$ cat config.mk
export PLATFORM = sky130hd
export DESIGN_NAME = mul_result_drain
export DESIGN_NICKNAME = d
export VERILOG_FILES = /design/src/rtl/mul_result_drain.sv
export SDC_FILE = /design/constraint.sdc
export NUM_CORES = 1
export LEC_CHECK = 0
export ABC_AREA = 0
export BUFFER_PORTS_ARGS = -buffer_cell sky130_fd_sc_hd__buf_2
export CORE_UTILIZATION = 25
export CTS_CLUSTER_DIAMETER = 150
export CTS_CLUSTER_SIZE = 30
export DETAILED_ROUTE_END_ITERATION = 12
export GPL_TIMING_DRIVEN = 1
export PLACE_DENSITY = 0.47
export REMOVE_ABC_BUFFERS = 1
export SLEW_MARGIN = 20
export SYNTH_ARGS = -nofsm -noshare
export SYNTH_HDL_FRONTEND = slang
export SYNTH_SLANG_ARGS = --single-unit
$ cat constraint.sdc
create_clock -name clk -period 3.4 [get_ports clk]
set_input_delay 1.02 -clock clk [delete_from_list [all_inputs] [get_ports clk]]
set_output_delay 1.02 -clock clk [all_outputs]
set_load 0.01 [all_outputs]
$ cat src/rtl/mul_result_drain.sv
// ---------------------------------------------------------------------------
// mul_result_drain
//   Output stage of the sequential multiplier. Captures each 2*M-bit product
//   on the control unit's done pulse into a small FIFO. Each product leaves
//   as two M-bit beats on a valid/ready stream: the low half first, then the
//   high half. res_full tells the control unit to hold off its next start.
//
// Ports
//   clk        in   clock, rising edge
//   nrst       in   asynchronous active-low reset
//   done       in   product valid this cycle (one-cycle pulse)
//   result     in   2*M-bit product
//   res_full   out  FIFO holds DEPTH products; done must not be pulsed
//   overflow   out  sticky flag: a done arrived while res_full was high
//   clr_ovf    in   synchronous clear of overflow (a new overflow wins)
//   out_valid  out  out_data carries a valid beat
//   out_ready  in   sink accepts the beat when out_valid && out_ready
//   out_data   out  current beat (low half, or high half when out_last=1)
//   out_last   out  current beat is the high (final) half of a product
// ---------------------------------------------------------------------------
module mul_result_drain #(
  parameter int M     = 8,
  parameter int DEPTH = 2
) (
  input  logic           clk,
  input  logic           nrst,
  input  logic           done,
  input  logic [2*M-1:0] result,
  output logic           res_full,
  output logic           overflow,
  input  logic           clr_ovf,
  output logic           out_valid,
  input  logic           out_ready,
  output logic [M-1:0]   out_data,
  output logic           out_last
);

  localparam int AW = (DEPTH > 1) ? $clog2(DEPTH) : 1;
  localparam int CW = AW + 1;

  localparam logic [AW-1:0] PTR_ONE  = AW'(1);
  localparam logic [CW-1:0] CNT_ONE  = CW'(1);
  localparam logic [CW-1:0] CNT_FULL = CW'(DEPTH);

  typedef enum logic {
    BEAT_LO = 1'b0,
    BEAT_HI = 1'b1
  } beat_t;

  logic [2*M-1:0] r_mem [DEPTH];
  logic [AW-1:0]  r_wr_ptr;
  logic [AW-1:0]  r_rd_ptr;
  logic [CW-1:0]  r_count;
  beat_t          r_half_sel;
  logic           r_overflow;

  logic           w_valid;
  logic           w_full;
  logic           w_push;
  logic           w_hs;
  logic           w_pop;
  logic [2*M-1:0] w_head;

  // Everything the stream and the control unit see comes from registered
  // state only, so there is no combinational path from done to any output.
  assign w_valid = (r_count != '0);
  assign w_full  = (r_count == CNT_FULL);

  // The push decision uses the registered full flag, i.e. the state before
  // any pop in the same cycle; a simultaneous pop cannot admit an extra push.
  assign w_push  = done && !w_full;
  assign w_hs    = w_valid && out_ready;
  assign w_pop   = w_hs && (r_half_sel == BEAT_HI);

  assign w_head  = r_mem[r_rd_ptr];

  // Product storage: data only, no reset needed.
  always_ff @(posedge clk) begin
    if (w_push) begin
      r_mem[r_wr_ptr] <= result;
    end
  end

  // Control: pointers, occupancy, beat select and overflow flag.
  always_ff @(posedge clk or negedge nrst) begin
    if (!nrst) begin
      r_wr_ptr   <= '0;
      r_rd_ptr   <= '0;
      r_count    <= '0;
      r_half_sel <= BEAT_LO;
      r_overflow <= 1'b0;
    end else begin
      if (w_push) begin
        r_wr_ptr <= r_wr_ptr + PTR_ONE;
      end
      if (w_pop) begin
        r_rd_ptr <= r_rd_ptr + PTR_ONE;
      end

      // Push and pop together leave the occupancy unchanged.
      case ({w_push, w_pop})
        2'b10:   r_count <= r_count + CNT_ONE;
        2'b01:   r_count <= r_count - CNT_ONE;
        default: r_count <= r_count;
      endcase

      // Beat FSM: advances only on a handshake; the HI handshake is the pop.
      if (w_hs) begin
        case (r_half_sel)
          BEAT_LO: r_half_sel <= BEAT_HI;
          BEAT_HI: r_half_sel <= BEAT_LO;
          default: r_half_sel <= BEAT_LO;
        endcase
      end

      // A new overflow event takes priority over the clear.
      if (done && w_full) begin
        r_overflow <= 1'b1;
      end else if (clr_ovf) begin
        r_overflow <= 1'b0;
      end
    end
  end

  assign res_full  = w_full;
  assign overflow  = r_overflow;
  assign out_valid = w_valid;
  assign out_last  = w_valid && (r_half_sel == BEAT_HI);
  assign out_data  = !w_valid                ? '0 :
                     (r_half_sel == BEAT_HI) ? w_head[2*M-1:M] :
                                               w_head[M-1:0];

endmodule

==> run summary <==
Core Util, Final: 0.3231
Largest net degree at the start of global routing: 17
Syn Area/Cell: 19.34 um2
DR DRC count: 0
Clock sink count: 38
Final #Nets: 136
Final setup fails: 0
Synth warnings: 0
Num rows: 27
Clk Latency, worst-skew pair: 0.28 ns
H-tree levels: 2
Post-synth top area cell: edfxtp_1
Area delta synth->final: 21.68%
Io pins: 33
Via count: 765
Dpl hpwl: 1.734 mm
Fin area: 0.001812 mm2
Critical path fanouts, max: 9
GRT Total Usage: 0.09201
Sw frac: 0.3149
DR WL met2: 1.186 mm
Power Dens Cells: 856.7 mW/mm2
Post-route ant nets: 0
Wire length per cell: 13.57 um
Clock Root Buffer: clkbuf_8
Leak pwr: 0.6849 nW
Final Cycle Share: 0.8524
Final Hold Fails: 0
Total CTS buffers: 5
CTS tree: built
Initial DRT Pass Iterations: 4
Gate power share: 0.334
Initial antenna violation count: 0
Die X: 79.18 um
NetSw: 488.7 uW
Gate count of the mapped netlist: 77
Clk_skew: 0.005343 ns
Vias/cell: 4.091
Synthesized area: 0.001489 mm2
Area contributors post-synth: edfxtp_1 65%, mux4_2 12%, dfrtp_1 10%, and2_1 3.8%, xnor2_1 2.4%
Chip height: 79.18 um
Clock power share: 0.188
Max_cap viols: 0
Vias in the first global route: 832
Number of distinct library cells after synthesis: 17
Slew @ Worst Pin: 0.7787 ns
CP required: 2.38 ns
RD Place Congestion: 0.6314
Run status: finished clean
Metal3 WL: 142 um
CP Launch Type: register
Slew Limit Fails: 0
Fmax: 0.3450 GHz
Maximum buffer depth of the clock tree: 2
Slew HR: 0.4808
Ant diodes: 0
DR top layer: met4
# hold bufs at CTS: 0
Initial Utilization: 0.2655
Core area: 0.005608 mm2
Share of the synthesized area in the top cell type: 0.6454
Design Power: 1.552 mW
WP data arrival: 1.88 ns
Flop pwr share: 0.478
Post-cts resize count: 0
Port Buf Inserts: 32
Share of layout cells above drive strength 1: 0.4261
1st-iter DRT viols: 58
Path type of the worst setup path: register to primary output
Post-DP Area: 0.001727 mm2
Tmin final: 2.898 ns
Setup bufs post-CTS: 0
Pint: 1.063 mW
Sequential-to-total area share from yosys stat: 0.7462
Total grt overflow: 0
Worst IR Drop VDD: 0.2741 mV
Setup crit end kind: primary output
Setup TNS: 0 ns
RSZ-0062 raised after global routing: no
Die Area: 0.006269 mm2
Routed wire length: 2.538 mm
Clock transition at path regs: 0.07 ns
First-pass GRT wire length: 4.105 mm
Hold WC Path Type: register to register
Metal-1 WL: 1.164 mm
Synthesized flop and latch total: 38
## per-layer routing
layer	global-route usage	up-vias
li1	-	363
met1	0.1146	367
met2	0.1448	28
met3	0.02874	7
met4	0.04364	0
met5	0	-
## cell families after synthesis
kind of cell,Yosys count,synth area share
adders and majority gates,1,0.008402
xor gates and xnor gates,6,0.03529
muxes,8,0.1210
buffers and inverters,5,0.01848
DFF,38,0.7462
AOI/OAI and AO/OA,1,0.003358
and+or+nand+nor,18,0.06723
## power by group through the flow
stage                     Sequential, mW  Clock [mW]  Combinational, mW
after CTS                          0.748       0.305              0.532
after floorplan                    0.727           0              0.353
after global placement             0.752           0              0.522
after detailed placement           0.758           0              0.529
after global routing               0.764       0.321              0.576
final                              0.742       0.291              0.519
## cells in the mapped netlist
library cell  number
and3_1             2
clkbuf_1           1
buf_6              1
and2_1             9
o21ai_0            1
inv_1              2
nand2b_1           1
edfxtp_1          32
dfrtp_1            6
ha_1               1
nand2_1            3
nor2_1             2
or2_2              1
buf_2              1
mux4_2             8
xnor2_1            4
xor2_1             2
## critical path, stage by stage (launching register included)
cell and delay [ns]:
dfrtp_1 0.72, mux4_2 0.58, and2_1 0.17, buf_2 0.13
## flip-flops by register name, indices dropped and copies added, names as in the netlist
| signal | count |
|---|---|
| r_mem | 32 |
| r_wr_ptr | 1 |
| r_half_sel | 1 |
| r_rd_ptr | 1 |
| overflow | 1 |
| r_count | 2 |
## through the flow
| stage | hold WS [ns] | worst slack (ns) | instances |
|---|---|---|---|
| floorplan | 0.4559 | 1.052 | 74 |
| global placement | 0.4709 | 0.7633 | 179 |
| detailed placement | 0.4777 | 0.7654 | 179 |
| CTS | 0.4934 | 0.4368 | 187 |
| global route | 0.5228 | 0.3677 | 187 |
| finish | 0.4894 | 0.5018 | 187 |
## path summary, 6_finish.rpt
check | end | slack [ns] | start | depth (start not counted)
max reg2reg | r_count[1]$_DFFE_PN0P_ | 1.62 | r_count[0]$_DFFE_PN0P_ | 5
max in group asynchronous | overflow$_DFFE_PN0P_ | 2.71 | nrst | 1
min | r_count[1]$_DFFE_PN0P_ | 0.49 | r_count[1]$_DFFE_PN0P_ | 1
min in group asynchronous | r_count[0]$_DFFE_PN0P_ | 0.55 | nrst | 1
max | out_data[3] | 0.50 | r_rd_ptr$_DFFE_PN0P_ | 3
min reg2reg | r_count[1]$_DFFE_PN0P_ | 0.49 | r_count[1]$_DFFE_PN0P_ | 1
## cell type report
| type | count | area [um2] |
|---|---|---|
| multi-input combinational | 34 | 350.3 |
| timing repair buffer | 33 | 167.7 |
| clock inverter | 3 | 16.27 |
| clock buffer | 5 | 68.82 |
| inverter | 2 | 7.507 |
| sequential | 38 | 1111 |
| tap | 72 | 90.09 |
| fill | 583 | 3796 |
## cell usage in the layout, fill, tap and decap left out
cell,count
buf_2,32
edfxtp_1,32
and2_1,9
mux4_2,8
dfrtp_1,6
clkbuf_8,5
xnor2_1,4
nand2_1,3
and3_1,2
inv_1,2
nor2_1,2
xor2_1,2
or2_2,1
nand2b_1,1
o21ai_0,1
ha_1,1
clkinv_1,1
clkinvlp_4,1
clkinv_2,1
buf_4,1
Power figures use the tool's default switching activity.
